### src/rtl/vaccine_pkg.sv
// Shared types and constants for the vaccine slot scheduler.
//   NUM_SLOTS      default number of vaccine object slots
//   SPAWN_X_OFFSET left margin added to the random spawn X
//   LFSR_SEED      reset value of the spawn-position LFSR
package vaccine_pkg;

  localparam int unsigned NUM_SLOTS      = 10;
  localparam int unsigned SPAWN_X_OFFSET = 32;
  localparam int unsigned LFSR_W         = 10;
  localparam int unsigned X_W            = 10;
  localparam int unsigned CNT_W          = 8;
  localparam logic [LFSR_W-1:0] LFSR_SEED = 10'h001;

  typedef enum logic [1:0] {
    IDLE  = 2'd0,
    WAIT  = 2'd1,
    SPAWN = 2'd2
  } sched_state_t;

  // One step of the x^10 + x^7 + 1 Fibonacci LFSR.
  function automatic logic [LFSR_W-1:0] lfsr_next(input logic [LFSR_W-1:0] v);
    return {v[LFSR_W-2:0], v[9] ^ v[6]};
  endfunction

endpackage

### src/rtl/vaccine_slot_scheduler_if.sv
// Game-side bundle of the vaccine slot scheduler.
//   master: game logic / bench, drives frame, enable, collision and off-screen
//   slave : scheduler, drives slot enables, spawn strobes/position, score strobes
interface vaccine_slot_scheduler_if import vaccine_pkg::*; #(
  parameter int unsigned N = NUM_SLOTS
) ();

  logic           startOfFrame;
  logic           gameEnable;
  logic [N-1:0]   collision;
  logic [N-1:0]   offScreen;
  logic [N-1:0]   vaccineActive;
  logic [N-1:0]   spawnPulse;
  logic [X_W-1:0] spawnX;
  logic           hitPulse;
  logic           dropPulse;

  modport master (
    output startOfFrame, gameEnable, collision, offScreen,
    input  vaccineActive, spawnPulse, spawnX, hitPulse, dropPulse
  );

  modport slave (
    input  startOfFrame, gameEnable, collision, offScreen,
    output vaccineActive, spawnPulse, spawnX, hitPulse, dropPulse
  );

endinterface

### src/rtl/rr_free_finder.sv
// Combinational round-robin search for the first free slot.
//   free  : 1 = slot available
//   start : first slot index examined; search wraps from N-1 to 0
//   found : at least one slot is free
//   grant : one-hot of the chosen slot, zero when nothing is free
module rr_free_finder import vaccine_pkg::*; #(
  parameter int unsigned N  = NUM_SLOTS,
  localparam int unsigned PW = (N > 1) ? $clog2(N) : 1
) (
  input  logic [N-1:0]  free,
  input  logic [PW-1:0] start,
  output logic          found,
  output logic [N-1:0]  grant
);

  int unsigned idx;

  // Walk N positions from start, modulo N; the first free one wins.
  always_comb begin
    found = 1'b0;
    grant = '0;
    idx   = 0;
    for (int unsigned i = 0; i < N; i++) begin
      idx = 32'(start) + i;
      if (idx >= N) idx = idx - N;
      if (!found && free[PW'(idx)]) begin
        found             = 1'b1;
        grant[PW'(idx)]   = 1'b1;
      end
    end
  end

endmodule

### src/rtl/vaccine_slot_scheduler.sv
// Vaccine slot scheduler: every SPAWN_FRAMES frames it spawns a vaccine into
// the next free slot (round-robin), and retires slots on hit or off-screen.
//   clk, resetN : pixel clock, asynchronous active-low reset
//   bus (slave) : startOfFrame, gameEnable, collision, offScreen in;
//                 vaccineActive, spawnPulse, spawnX, hitPulse, dropPulse out
module vaccine_slot_scheduler import vaccine_pkg::*; #(
  parameter int unsigned SPAWN_FRAMES = 60,
  parameter int unsigned NUM_SLOTS    = vaccine_pkg::NUM_SLOTS
) (
  input  logic                    clk,
  input  logic                    resetN,
  vaccine_slot_scheduler_if.slave bus
);

  localparam int unsigned PW = (NUM_SLOTS > 1) ? $clog2(NUM_SLOTS) : 1;

  sched_state_t         state_q, state_d;
  logic [CNT_W-1:0]     cnt_q, cnt_d;
  logic [PW-1:0]        ptr_q, ptr_d, ptr_after;
  logic [LFSR_W-1:0]    lfsr_q;
  logic [NUM_SLOTS-1:0] coll_q;
  logic [NUM_SLOTS-1:0] active_q, active_d;
  logic [NUM_SLOTS-1:0] spawn_q, spawn_d;
  logic [NUM_SLOTS-1:0] hit_mask, off_mask, grant;
  logic                 hit_q, hit_d, drop_q, drop_d, found;

  // Rising collision edges and off-screen events only count on live slots.
  assign hit_mask = bus.collision & ~coll_q & active_q;
  assign off_mask = bus.offScreen & active_q;

  rr_free_finder #(.N(NUM_SLOTS)) u_finder (
    .free  (~active_q),
    .start (ptr_q),
    .found (found),
    .grant (grant)
  );

  // Pointer value after granting: one past the chosen slot, wrapping.
  always_comb begin
    ptr_after = ptr_q;
    for (int unsigned i = 0; i < NUM_SLOTS; i++) begin
      if (grant[i]) ptr_after = (i == NUM_SLOTS - 1) ? '0 : PW'(i + 1);
    end
  end

  // Next state and next registered outputs. The slot choice is made on the
  // edge entering SPAWN from the pre-clear mask, so a slot freed in the same
  // clock waits for the following spawn; the grant is committed on the edge
  // leaving SPAWN, after clears, so the spawn wins over a stale hit.
  always_comb begin
    state_d  = state_q;
    cnt_d    = cnt_q;
    ptr_d    = ptr_q;
    spawn_d  = '0;
    drop_d   = 1'b0;
    hit_d    = |hit_mask;
    active_d = (active_q & ~(hit_mask | off_mask)) | spawn_q;

    case (state_q)
      IDLE: begin
        if (bus.gameEnable) begin
          state_d = WAIT;
          cnt_d   = '0;
        end
      end
      WAIT: begin
        if (cnt_q == CNT_W'(SPAWN_FRAMES)) begin
          state_d = SPAWN;
          cnt_d   = '0;
          spawn_d = grant;
          drop_d  = ~found;
          if (found) ptr_d = ptr_after;
        end else if (bus.startOfFrame) begin
          cnt_d = cnt_q + CNT_W'(1);
        end
      end
      SPAWN: begin
        state_d = WAIT;
      end
      default: begin
        state_d = IDLE;
      end
    endcase

    if (!bus.gameEnable) begin
      state_d  = IDLE;
      cnt_d    = '0;
      ptr_d    = '0;
      active_d = '0;
      spawn_d  = '0;
      hit_d    = 1'b0;
      drop_d   = 1'b0;
    end
  end

  // State and output registers.
  always_ff @(posedge clk or negedge resetN) begin
    if (!resetN) begin
      state_q  <= IDLE;
      cnt_q    <= '0;
      ptr_q    <= '0;
      lfsr_q   <= LFSR_SEED;
      coll_q   <= '0;
      active_q <= '0;
      spawn_q  <= '0;
      hit_q    <= 1'b0;
      drop_q   <= 1'b0;
    end else begin
      state_q  <= state_d;
      cnt_q    <= cnt_d;
      ptr_q    <= ptr_d;
      lfsr_q   <= lfsr_next(lfsr_q);
      coll_q   <= bus.collision;
      active_q <= active_d;
      spawn_q  <= spawn_d;
      hit_q    <= hit_d;
      drop_q   <= drop_d;
    end
  end

  assign bus.vaccineActive = active_q;
  assign bus.spawnPulse    = spawn_q;
  assign bus.hitPulse      = hit_q;
  assign bus.dropPulse     = drop_q;
  assign bus.spawnX        = {1'b0, lfsr_q[8:0]} + X_W'(SPAWN_X_OFFSET);

endmodule

### src/flat_wrapper.sv
// flat-port wrapper written by rule: the top's interface ports become plain ports
module vaccine_slot_scheduler_flat import vaccine_pkg::*;
#(
  parameter int unsigned SPAWN_FRAMES = 60,
  parameter int unsigned NUM_SLOTS    = vaccine_pkg::NUM_SLOTS
)
  (clk, resetN, bus_startOfFrame, bus_gameEnable, bus_collision, bus_offScreen, bus_vaccineActive, bus_spawnPulse, bus_spawnX, bus_hitPulse, bus_dropPulse);
  vaccine_slot_scheduler_if #(.N((10))) bus_i ();
  input  logic clk;
  input  logic resetN;
  input wire logic [$bits(bus_i.startOfFrame)-1:0] bus_startOfFrame;
  input wire logic [$bits(bus_i.gameEnable)-1:0] bus_gameEnable;
  input wire logic [$bits(bus_i.collision)-1:0] bus_collision;
  input wire logic [$bits(bus_i.offScreen)-1:0] bus_offScreen;
  output wire logic [$bits(bus_i.vaccineActive)-1:0] bus_vaccineActive;
  output wire logic [$bits(bus_i.spawnPulse)-1:0] bus_spawnPulse;
  output wire logic [$bits(bus_i.spawnX)-1:0] bus_spawnX;
  output wire logic [$bits(bus_i.hitPulse)-1:0] bus_hitPulse;
  output wire logic [$bits(bus_i.dropPulse)-1:0] bus_dropPulse;
  assign bus_i.startOfFrame = bus_startOfFrame;
  assign bus_i.gameEnable = bus_gameEnable;
  assign bus_i.collision = bus_collision;
  assign bus_i.offScreen = bus_offScreen;
  assign bus_vaccineActive = bus_i.vaccineActive;
  assign bus_spawnPulse = bus_i.spawnPulse;
  assign bus_spawnX = bus_i.spawnX;
  assign bus_hitPulse = bus_i.hitPulse;
  assign bus_dropPulse = bus_i.dropPulse;
  vaccine_slot_scheduler #(.SPAWN_FRAMES(SPAWN_FRAMES), .NUM_SLOTS(NUM_SLOTS)) u_core (.clk(clk), .resetN(resetN), .bus(bus_i));
endmodule
### config.mk
export PLATFORM = sky130hd
export DESIGN_NAME = vaccine_slot_scheduler_flat
export DESIGN_NICKNAME = d
export VERILOG_FILES = /design/src/rtl/vaccine_pkg.sv /design/src/rtl/vaccine_slot_scheduler_if.sv /design/src/rtl/rr_free_finder.sv /design/src/rtl/vaccine_slot_scheduler.sv /design/src/flat_wrapper.sv
export SDC_FILE = /design/constraint.sdc
export NUM_CORES = 1
export LEC_CHECK = 0
export ABC_CLOCK_PERIOD_IN_PS = 13200
export CAP_MARGIN = 30
export CORE_ASPECT_RATIO = 2
export CORE_UTILIZATION = 40
export CTS_CLUSTER_SIZE = 12
export DETAILED_ROUTE_END_ITERATION = 8
export PLACE_DENSITY = 0.67
export SYNTH_ARGS = -nofsm -noshare
export SYNTH_HDL_FRONTEND = slang
export SYNTH_SLANG_ARGS = --single-unit
export TNS_END_PERCENT = 10
### constraint.sdc
create_clock -name clk -period 13.2 [get_ports clk]
set_input_delay 1.98 -clock clk [delete_from_list [all_inputs] [get_ports clk]]
set_output_delay 1.98 -clock clk [all_outputs]
set_load 0.05 [all_outputs]
* Yosys cells after proc, flatten, opt, wreduce, memory -nomap -nowiden
Index checks and enable logic that the tools add are counted.
** Operators by class
- $lt $le $gt $ge :: 30
- $mul :: 0
- Multiplexer cells :: 99
- Eq/ne operators :: 10
- Divide/modulo/power cells :: 0
- Reductions and logical operators :: 33
- Shifts and indexed selects :: 0
- Bitwise gates (word level) :: 20
- Add/subtract/negate cells :: 21
** Operators with widths (count)
- $mux W10 :: 14
- $or A10 B10 Y10 :: 11
- $mux W4 :: 24
- $lt A4 B5 Y1 const B :: 10
- $ge A5 B4 Y1 const B :: 9
- $and A10 B10 Y10 :: 4
- $bmux W1 S4 :: 10
- $demux W1 S4 :: 10
- $ge A4 B1 Y1 const B :: 10
- $sub A4 B4 Y4 const B :: 10
- $mux W1 :: 34
- $not A10 Y10 :: 3
- $mux W8 :: 3
- $add A4 B3 Y5 const B :: 4
- $logic_and A1 B1 Y1 :: 19
- $pmux W8 S2 :: 1
- $ne A11 B1 Y1 const B :: 1
- $add A4 B2 Y5 const B :: 2
- $add A4 B4 Y5 const B :: 2
- $add A9 B6 Y10 const B :: 1
- $reduce_or A10 Y1 :: 1
- $logic_not A1 Y1 :: 9
- $add A8 B1 Y8 const B :: 1
- $eq A8 B6 Y1 const B :: 1
- other kinds (16) :: 19
** Word-level totals
- Bits of input ports :: 24
- Bits in registers :: 56
- Latch bits :: 0
- ROM bits :: 0
- Memory bits (writable) :: 0
- Output and inout bits :: 32
- Word-level logic and storage cells :: 222
- Memories kept :: 0

* Logic depth before layout (Yosys ltp)
Gate-level depths: netlist of run 1.
- Depth in word-level cells :: 46
- Mapped depth :: 23
- Mapped depth without buffers :: 17

* Modules after synthesis
A second synthesis of run 1 with hierarchy kept.
** Second synthesis, totals
- Cell total of the unflattened synthesis :: 717
- Area, all modules :: 5943.2 µm²
** By module, submodules not included
- rr_free_finder :: instances 1, area each 3601.0 µm², cells each 509
- vaccine_slot_scheduler :: instances 1, area each 2342.2 µm², cells each 208

* Worst setup path before layout of run 1
Ideal clock, no wire load.
- Path kind :: register to register
- Start point :: reg u_core.ptr_q[0]
- End point :: reg u_core.ptr_q[1]
- Data required time :: 13.099 ns
- Setup time :: 0.101 ns
- Period minus slack after synthesis :: 5.463 ns
- Slack :: 7.737 ns
- Arrival :: 5.362 ns
- Cell stages (with the launch flop) :: 24
- Path through :: dfrtp_1 buf_4 buf_4 buf_2 inv_1 clkbuf_1 buf_2 ha_1 inv_1 clkbuf_1 ha_1 inv_1 a2111oi_0 a211oi_1 a311oi_1 a31o_2 nor3_2 buf_2 a311oi_1 a21oi_1 nor3_1 nand4_1 or3_4 o311ai_2
** Between the ends
- Word-level cells in the longest chain between the ends :: 45
- Elaborated cells on any way between the ends :: 172
- Classes of those cells :: add/sub: 19; order compare: 30; eq/ne: 2; mux: 83; bitwise: 9; reduce/logical: 29
** RTL lines
- start, declared :: line vaccine_slot_scheduler.sv:19 : logic [PW-1:0] ptr_q, ptr_d, ptr_after;
- start signal, assigned :: line vaccine_slot_scheduler.sv:111 : ptr_q <= ptr_d;
- branches (longest 45 deep; another with $add A4 B1 Y5)
Parallel ways; which one is timed is not known. The select of a mux whose other input is x is not followed.
A chain may end at the register's enable or synchronous reset.

* Final worst setup path of run 1
- Start point :: reg u_core.ptr_q[1]
- End point :: reg u_core.ptr_q[0]
Same word-level chain as after synthesis.

==> metrics.log, run 1 <==
[metrics] Chip Height: 179 um
[metrics] via total after detailed routing: 6600
[metrics] Int Power: 254 uW
[metrics] Chip Width: 90.4 um
[metrics] share of flip-flops with an asynchronous set or reset after synthesis: 100%
[metrics] final HPWL from detailed placement: 19.3 mm
[metrics] max-cap violation count: 0
[metrics] Post-Syn Instances: 785
[metrics] Fill cells: 1539
[metrics] Initial Util: 40.9%
[metrics] Starting DRT DRC Count: 560
[metrics] Overall Power: 331 uW
[metrics] vias per std cell: 6.54
[metrics] Final Slew Violations: 0
[metrics] CTS tree: yes
[metrics] power density relative to cell area: 47.1 mW/mm^2
[metrics] number of buffers inserted by post-CTS setup repair: 0
[metrics] TNS Setup: 0 ps
[metrics] final setup vio count: 0
[metrics] gr ovfl total: 0
[metrics] Post-Syn Nets: 835
[metrics] number of register bits inferred by synthesis: 56
[metrics] count of hold buffers inserted by post-cts repair: 0
[metrics] number of antenna-violating nets in the routed design: 0
[metrics] Top FF cell, synth: sky130_fd_sc_hd__dfrtp_1
[metrics] growth of design area from synthesis to finish: 12.3%
[metrics] unrepaired setup endpoints after global routing: no
[metrics] number of enable flip-flop cells after synthesis: 0
[metrics] cell area after synthesis: 0.00625 mm^2
[metrics] clock network fraction of design power: 41.7%
[metrics] full die area: 0.0162 mm^2
[metrics] most common cell after layout, fill and taps aside: sky130_fd_sc_hd__nor2_1
[metrics] Worst Reg2Reg Path Length in Cells: 17
[metrics] class of the most critical hold timing path: reg -> reg
[metrics] number of different library cells in the post-synthesis netlist: 92
[metrics] area inside the core boundary: 0.0153 mm^2
[metrics] Clock Skew: 5.58 ps
[metrics] # diodes: 0
[metrics] Final Hold Violating Endpoints: 0
[metrics] fraction of power spent switching nets: 23.1%
[metrics] remaining design rule violation count: 0
[metrics] dominant cells by area after synthesis: sky130_fd_sc_hd__dfrtp_1 22%, sky130_fd_sc_hd__nor2_1 5.3%, sky130_fd_sc_hd__ha_1 5.0%
[metrics] number of input and output port buffers inserted: 55
[metrics] number of placement rows: 64
[metrics] relative contribution of sequential cells to total power: 53.0%
[metrics] GRT Total Usage: 30.2%
[metrics] Lkg Pwr: 0.00275 uW
[metrics] antenna violations before repair: 0
[metrics] I/O pins: 56
[metrics] Rel. slew slack: 36.2%
[metrics] Clock Sinks: 56
[metrics] RD Place Congestion: 1.04
[metrics] measured slew at the worst slew-check pin: 932 ps
[metrics] number of buffers inserted during clock tree synthesis: 5
[metrics] Max Buffers Root-to-Sink: 2
[metrics] Clk Latency, worst-skew pair: 300 ps
[metrics] Required @ worst endpoint: 13400 ps
[metrics] biggest fanout along the worst timing path: 26
[metrics] share of the synthesized area in the top cell type: 22.0%
[metrics] worst vdd rail ir drop: 0.0973 mV
[metrics] critical path class: reg -> reg
[metrics] detailed-route wire length per cell: 24.3 um
[metrics] Post-Syn Area per Cell: 7.97 um^2
[metrics] element type at the critical path end: register
[metrics] CP startpoint kind: register
[metrics] number of gates given a new drive strength after cts: 0
[metrics] FF/Latch Area: 0.00140 mm^2
[metrics] count of H-tree levels built during CTS: 2
[metrics] wirelength, routed: 24.5 mm
[metrics] warnings from Yosys: 0
[metrics] area of the multi-input gates: 0.00453 mm^2
[metrics] maximum number of pins on one net before global-route repair: 58
[metrics] final clock period utilization by the worst path: 51.2%
[metrics] drt first pass iters: 8
[metrics] fraction of the yosys area taken by sequential cells: 22.4%
[metrics] highest clock frequency the design can meet: 148 MHz
[metrics] clk root buf: sky130_fd_sc_hd__clkbuf_16
[metrics] via count of the first global-routing pass: 6550
[metrics] hold depth: 0
[metrics] switching component of the power: 76.3 uW
[metrics] Combinational Power Share: 5.3%
[metrics] share of post-route cells with drive strength above 1: 7.89%
[metrics] highest-count cells in the layout ignoring fill and taps: 88 x sky130_fd_sc_hd__nor2_1, 54 x sky130_fd_sc_hd__clkdlybuf4s50_1, 54 x sky130_fd_sc_hd__dfrtp_1
[metrics] Arr. time, crit path: 6950 ps
[metrics] post-route minimum period: 6750 ps
[metrics] cell taking the most area after synthesis: sky130_fd_sc_hd__dfrtp_1
[metrics] Final nets: 860
[metrics] Clock transition at path regs: 80 ps
[metrics] run status: complete, no violations
[metrics] global-route wire length before repair: 36.7 mm
-- sequential cells by signal, summed over array words and instances (netlist names) --
name,flops
u_core.ptr_q,4
u_core.state_q,2
u_core.bus.vaccineActive,10
u_core.lfsr_q,10
u_core.bus.spawnPulse,10
u_core.coll_q,10
u_core.cnt_q,8
u_core.bus.hitPulse,1
u_core.bus.dropPulse,1
-- final cells by class --
cell class / count / area share, %
Inverter: 25 / 1.34
Clock buffer: 5 / 1.78
Sequential cell: 56 / 20.0
Multi-Input combinational cell: 660 / 64.5
Tap cell: 198 / 3.53
Clock inverter: 3 / 0.392
Timing Repair Buffer: 62 / 8.52
-- logic make-up after synthesis --
family,Yosys count,synth area share (%)
AND/OR/NAND/NOR,345,29.5
AO/OA/AOI/OAI,232,27.9
buffers and inverters,69,5.20
flip-flops,56,22.4
multiplexers,35,5.84
adder cells (fa/ha/maj),26,5.32
XOR/XNOR,22,3.80
-- final timing paths --
kind / start / endpoint / slack (ps)
setup / recovery: u_core.ptr_q[1]$_DFFE_PN0P_ / u_core.ptr_q[0]$_DFFE_PN0P_ / 6450
hold reg to reg: u_core.lfsr_q[1]$_DFF_PN0_ / u_core.lfsr_q[2]$_DFF_PN0_ / 390
setup reg to reg: u_core.ptr_q[1]$_DFFE_PN0P_ / u_core.ptr_q[0]$_DFFE_PN0P_ / 6450
max in group asynchronous: resetN / u_core.ptr_q[0]$_DFFE_PN0P_ / 10890
hold / removal: u_core.lfsr_q[1]$_DFF_PN0_ / u_core.lfsr_q[2]$_DFF_PN0_ / 390
min in group asynchronous: resetN / u_core.coll_q[7]$_DFF_PN0_ / 1790
-- per-stage QoR --
step | setup WS (ps) | hold slack, ps | utilization, % | std cells | cell area, um^2
floorplan | 7740 | 355 | - | 785 | 6250
global placement | 6650 | 365 | 44.9 | 1001 | 6870
detailed placement | 6570 | 370 | 44.9 | 1001 | 6870
CTS | 6570 | 390 | 45.9 | 1009 | 7020
global route | 5940 | 394 | 45.9 | 1009 | 7020
finish | 6450 | 389 | 45.9 | 1009 | 7020
-- power by group through the flow --
| stage | Sequential (uW) | Clock [uW] | Combinational [uW] |
|---|---|---|---|
| floorplan | 178 | 0 | 5.58 |
| global placement | 179 | 0 | 17.5 |
| detailed placement | 179 | 0 | 17.6 |
| CTS | 175 | 140 | 17.7 |
| global route | 175 | 145 | 19.5 |
| finish | 175 | 138 | 17.4 |
-- per-layer routing --
layer | global-route usage [%] | part of all wire, % | vias up
met4 | 28.6 | 10 | 0
met5 | 0 | 0 | -
li1 | - | - | 3032
met3 | 3.52 | 4.3 | 128
met2 | 58.2 | 53 | 302
met1 | 26.5 | 32 | 3138
-- critical path: stages (launching register included) --
cell and delay, ps:
sky130_fd_sc_hd__dfrtp_1 330, sky130_fd_sc_hd__buf_4 270, sky130_fd_sc_hd__clkinv_1 500, sky130_fd_sc_hd__ha_1 970, sky130_fd_sc_hd__inv_1 490, sky130_fd_sc_hd__ha_1 510
sky130_fd_sc_hd__inv_1 190, sky130_fd_sc_hd__a2111oi_0 90, sky130_fd_sc_hd__a211oi_1 580, sky130_fd_sc_hd__a21oi_1 80, sky130_fd_sc_hd__a31o_2 290, sky130_fd_sc_hd__nor3_2 760
sky130_fd_sc_hd__nand4_1 440, sky130_fd_sc_hd__a211oi_1 300, sky130_fd_sc_hd__a311oi_1 120, sky130_fd_sc_hd__and3_1 310, sky130_fd_sc_hd__and4_1 200, sky130_fd_sc_hd__a21o_1 170
-- cell usage after synthesis (12+ instances only) --
cell type,count
sky130_fd_sc_hd__a21oi_1,41
sky130_fd_sc_hd__and2_1,14
sky130_fd_sc_hd__clkbuf_1,20
sky130_fd_sc_hd__dfrtp_1,55
sky130_fd_sc_hd__ha_1,25
sky130_fd_sc_hd__inv_1,22
sky130_fd_sc_hd__mux2_2,12
sky130_fd_sc_hd__mux2i_1,23
sky130_fd_sc_hd__nand2_1,50
sky130_fd_sc_hd__nand2b_1,16
sky130_fd_sc_hd__nand3_1,31
sky130_fd_sc_hd__nand4_1,25
sky130_fd_sc_hd__nor2_1,88
sky130_fd_sc_hd__nor2b_1,17
sky130_fd_sc_hd__nor3_1,21
sky130_fd_sc_hd__nor3b_1,17
sky130_fd_sc_hd__o21ai_0,30
sky130_fd_sc_hd__o31ai_1,12
No activity file was read; power rests on OpenSTA's default activity.
==> run 2: changes to the inputs <==
--- a/config.mk
+++ b/config.mk
@@ -5,7 +5,7 @@
 export SDC_FILE = /design/constraint.sdc
 export NUM_CORES = 1
 export LEC_CHECK = 0
-export ABC_CLOCK_PERIOD_IN_PS = 13200
+export ABC_CLOCK_PERIOD_IN_PS = 6670
 export CAP_MARGIN = 30
 export CORE_ASPECT_RATIO = 2
 export CORE_UTILIZATION = 40
==> constraint.sdc (replaced) <==
create_clock -name clk -period 6.67 [get_ports clk]
set_input_delay 1.0005 -clock clk [delete_from_list [all_inputs] [get_ports clk]]
set_output_delay 1.0005 -clock clk [all_outputs]
set_load 0.05 [all_outputs]
==> run 2 against run 1 <==
  * Global-route usage is 2.4 points higher
  * First-iteration DRC count is 15% lower
  * Fmax is 24% higher
  * Clock skew is 3.5 ps higher
  * Critical path depth stayed put
  * Worst setup slack worse by 5200 ps
  * Via count is 1.2% higher
  * Clock-buffer cell count is 1 higher
  * Core utilization is 0.69 points higher
  * Worst hold slack worse by 2.2 ps
  * Critical path type unchanged
  * Critical endpoint is now u_core.ptr_q[2]$_DFFE_PN0P_
  * Largest cell class unchanged
==> metrics.log, run 2 (synthesis gave the netlist of run 1 again) <==
[metrics] run status: complete, no violations (unchanged)
[metrics] master of the slowest instance on the critical path: sky130_fd_sc_hd__nor4_1 (was sky130_fd_sc_hd__ha_1)
[metrics] worst r2r src: u_core.ptr_q[0]$_DFFE_PN0P_ (was u_core.ptr_q[1]$_DFFE_PN0P_)
[metrics] I/O pins: 56 (unchanged)
[metrics] Fill cells: 1540 (was 1539)
[metrics] CTS tree: yes (unchanged)
[metrics] max-cap violation count: 0 (unchanged)
[metrics] element type at the critical path end: register (unchanged)
[metrics] first element of the critical path: u_core.ptr_q[0]$_DFFE_PN0P_ (was u_core.ptr_q[1]$_DFFE_PN0P_)
[metrics] post-route standard cell area excluding fillers: 0.00713 mm^2 (was 0.00702 mm^2)
[metrics] Initial Util: 40.9% (unchanged)
[metrics] wirelength, routed: 26.1 mm (was 24.5 mm)
[metrics] detailed-route wire length per cell: 25.6 um (was 24.3 um)
[metrics] Clock Skew: 9.08 ps (was 5.58 ps)
[metrics] fin cells: 1023 (was 1009)
[metrics] Clk Latency, worst-skew pair: 300 ps (about the same)
[metrics] clk root buf: sky130_fd_sc_hd__clkbuf_16 (unchanged)
[metrics] remaining design rule violation count: 0 (unchanged)
[metrics] final setup vio count: 0 (unchanged)
[metrics] register-to-register path setup slack: 1220 ps (was 6450 ps)
[metrics] highest-count cells in the layout ignoring fill and taps: 88 x sky130_fd_sc_hd__nor2_1, 54 x sky130_fd_sc_hd__clkdlybuf4s50_1, 54 x sky130_fd_sc_hd__dfrtp_1 (unchanged)
[metrics] growth of design area from synthesis to finish: 14.0% (was 12.3%)
[metrics] Bufs and invs on worst path: 3 (was 4)
[metrics] share of post-route cells with drive strength above 1: 9.45% (was 7.89%)
[metrics] GRT met1 Usage: 29.4% (was 26.5%)
[metrics] dpl cell area: 0.00697 mm^2 (was 0.00687 mm^2)
[metrics] area of the multi-input gates: 0.00453 mm^2 (unchanged)
[metrics] number of buffers inserted during clock tree synthesis: 5 (unchanged)
[metrics] Cells after DPL: 1015 (was 1001)
[metrics] cells traversed along the worst timing path: buf_4 > ha_1 > xnor2_1 > inv_1 > ha_1 > nor4_1 > a211oi_1 > a21oi_1 > a31o_2 > nor2_1 > a21boi_0 > o41ai_1 > a211oi_1 > buf_4 > nand4b_1 > or3_4 > o311ai_2 (was buf_4 > clkinv_1 > ha_1 > inv_1 > ha_1 > inv_1 > a2111oi_0 > a211oi_1 > a21oi_1 > a31o_2 > nor3_2 > nand4_1 > a211oi_1 > a311oi_1 > and3_1 > and4_1 > a21o_1)
[metrics] CP startpoint kind: register (unchanged)
[metrics] number of input and output port buffers inserted: 55 (unchanged)
[metrics] Final nets: 874 (was 860)
[metrics] Rel. slew slack: 38.5% (was 36.2%)
[metrics] worst vdd rail ir drop: 0.224 mV (was 0.0973 mV)
[metrics] highest clock frequency the design can meet: 183 MHz (was 148 MHz)
[metrics] Top Family by Delay on Critical Path: compound AO/OA/AOI/OAI gates (was simple AND/OR/NAND/NOR gates)
[metrics] Largest stage delay, worst path: 580 ps (was 970 ps)
[metrics] critical path capture point: u_core.ptr_q[2]$_DFFE_PN0P_ (was u_core.ptr_q[0]$_DFFE_PN0P_)
[metrics] Arr. time, crit path: 5660 ps (was 6950 ps)
[metrics] Final Hold Violating Endpoints: 0 (unchanged)
[metrics] Clock Sinks: 56 (unchanged)
[metrics] number of buffers inserted by post-CTS setup repair: 0 (unchanged)
[metrics] Lkg Pwr: 0.00282 uW (was 0.00275 uW)
[metrics] antenna violations before repair: 0 (unchanged)
[metrics] Starting DRT DRC Count: 477 (was 560)
[metrics] most common cell after layout, fill and taps aside: sky130_fd_sc_hd__nor2_1 (unchanged)
[metrics] Required @ worst endpoint: 6880 ps (was 13400 ps)
[metrics] power density relative to cell area: 91.6 mW/mm^2 (was 47.1 mW/mm^2)
[metrics] final HPWL from detailed placement: 20.6 mm (was 19.3 mm)
[metrics] Chip Height: 179 um (unchanged)
[metrics] TNS Setup: 0 ps (unchanged)
[metrics] Worst Reg2Reg Path Length in Cells: 17 (unchanged)
[metrics] drt first pass iters: 5 (was 8)
[metrics] critical path class: reg -> reg (unchanged)
[metrics] met2 routing resource usage after global routing: 62.7% (was 58.2%)
[metrics] area inside the core boundary: 0.0153 mm^2 (unchanged)
[metrics] class of the most critical hold timing path: reg -> reg (unchanged)
[metrics] busiest metal layer after global routing: met2 (unchanged)
[metrics] met3 global-route usage: 3.27% (was 3.52%)
[metrics] vias per std cell: 6.53 (was 6.54)
[metrics] full die area: 0.0162 mm^2 (unchanged)
[metrics] count of H-tree levels built during CTS: 2 (unchanged)
[metrics] total stage count of the critical path: 17 (unchanged)
[metrics] final clock period utilization by the worst path: 81.8% (was 51.2%)
[metrics] capture point of the worst reg-to-reg path: u_core.ptr_q[2]$_DFFE_PN0P_ (was u_core.ptr_q[0]$_DFFE_PN0P_)
[metrics] Final Slew Violations: 0 (unchanged)
[metrics] number of antenna-violating nets in the routed design: 0 (unchanged)
[metrics] Chip Width: 90.4 um (unchanged)
[metrics] via count of the first global-routing pass: 6714 (was 6550)
[metrics] FF/Latch Area: 0.00140 mm^2 (unchanged)
[metrics] via total after detailed routing: 6680 (was 6600)
[metrics] biggest fanout along the worst timing path: 55 (was 26)
[metrics] gr ovfl total: 0 (unchanged)
[metrics] post-route minimum period: 5450 ps (was 6750 ps)
[metrics] count of hold buffers inserted by post-cts repair: 0 (unchanged)
[metrics] Overall Power: 653 uW (was 331 uW)
[metrics] number of placement rows: 64 (unchanged)
[metrics] global-route wire length before repair: 39.2 mm (was 36.7 mm)
[metrics] RD Place Congestion: 1.06 (was 1.04)
[metrics] end-of-flow core utilization: 46.6% (was 45.9%)
[metrics] # diodes: 0 (unchanged)
[metrics] number of gates given a new drive strength after cts: 0 (unchanged)
[metrics] unrepaired setup endpoints after global routing: no (unchanged)
[metrics] measured slew at the worst slew-check pin: 899 ps (was 932 ps)
[metrics] maximum number of pins on one net before global-route repair: 57 (was 58)
[metrics] Max Buffers Root-to-Sink: 2 (unchanged)
[metrics] Clock transition at path regs: 70 ps (was 80 ps)
[metrics] GRT Total Usage: 32.5% (was 30.2%)
-- run 2: cell count changes in the layout (fill, tap and decap cells not counted), sizes merged --
| cell | previous run | this run |
|---|---|---|
| buf | 8 | 22 |
| clkbuf | 5 | 6 |
| clkinvlp | 1 | 0 |
-- run 2: stage by stage --
stage / worst slack, ps / hold slack, ps
3_3_place_gp: 1270 / 366
2_1_floorplan: 1210 / 355
5_1_grt: 925 / 392
3_5_place_dp: 1330 / 362
6_report: 1220 / 387
4_1_cts: 1310 / 388
-- run 2: power breakdown --
part           total, uW  switching [uW]  internal (uW)  leakage [uW]
Sequential           347            2.25            344      0.000751
Clock                271             121            150     0.0000772
Combinational       34.6            18.4           16.2       0.00199
Total                653             142            511       0.00282
-- run 2: worst min-delay path by stage --
stage,start,end,slack (ps),depth (start not counted)
CTS,u_core.lfsr_q[1]$_DFF_PN0_,u_core.lfsr_q[2]$_DFF_PN0_,390,0
finish,u_core.lfsr_q[1]$_DFF_PN0_,u_core.lfsr_q[2]$_DFF_PN0_,390,0
global route,u_core.lfsr_q[1]$_DFF_PN0_,u_core.lfsr_q[2]$_DFF_PN0_,390,0
floorplan,u_core.lfsr_q[1]$_DFF_PN0_,u_core.lfsr_q[2]$_DFF_PN0_,350,0
global placement,u_core.lfsr_q[1]$_DFF_PN0_,u_core.lfsr_q[2]$_DFF_PN0_,370,0
detailed placement,u_core.lfsr_q[3]$_DFF_PN0_,u_core.lfsr_q[4]$_DFF_PN0_,360,0
-- run 2: worst register-to-register path, delay by kind of cell (launching register included) --
family	cells	cell delay [ps]
AO/OA/AOI/OAI	7	1870
XOR/XNOR	1	360
adder cells (fa/ha/maj)	2	780
buffers and inverters	3	680
flip-flops	1	410
AND/OR/NAND/NOR	4	1250
-- run 2: final cells by class --
type | instances | area share [%]
flip-flops and latches | 56 | 19.7
clock inverters | 2 | 0.193
inverters | 25 | 1.32
well taps | 198 | 3.48
clock buffers | 6 | 1.95
multi-input cells | 660 | 63.5
repair buffers | 76 | 9.87
-- run 2: metal layers --
metal	wire (um)	vias to the layer above	share of wire (%)
met3	1090	134	4.2
li1	-	3059	-
met1	8460	3172	32
met5	0	-	0
met2	13900	315	53
met4	2720	0	10
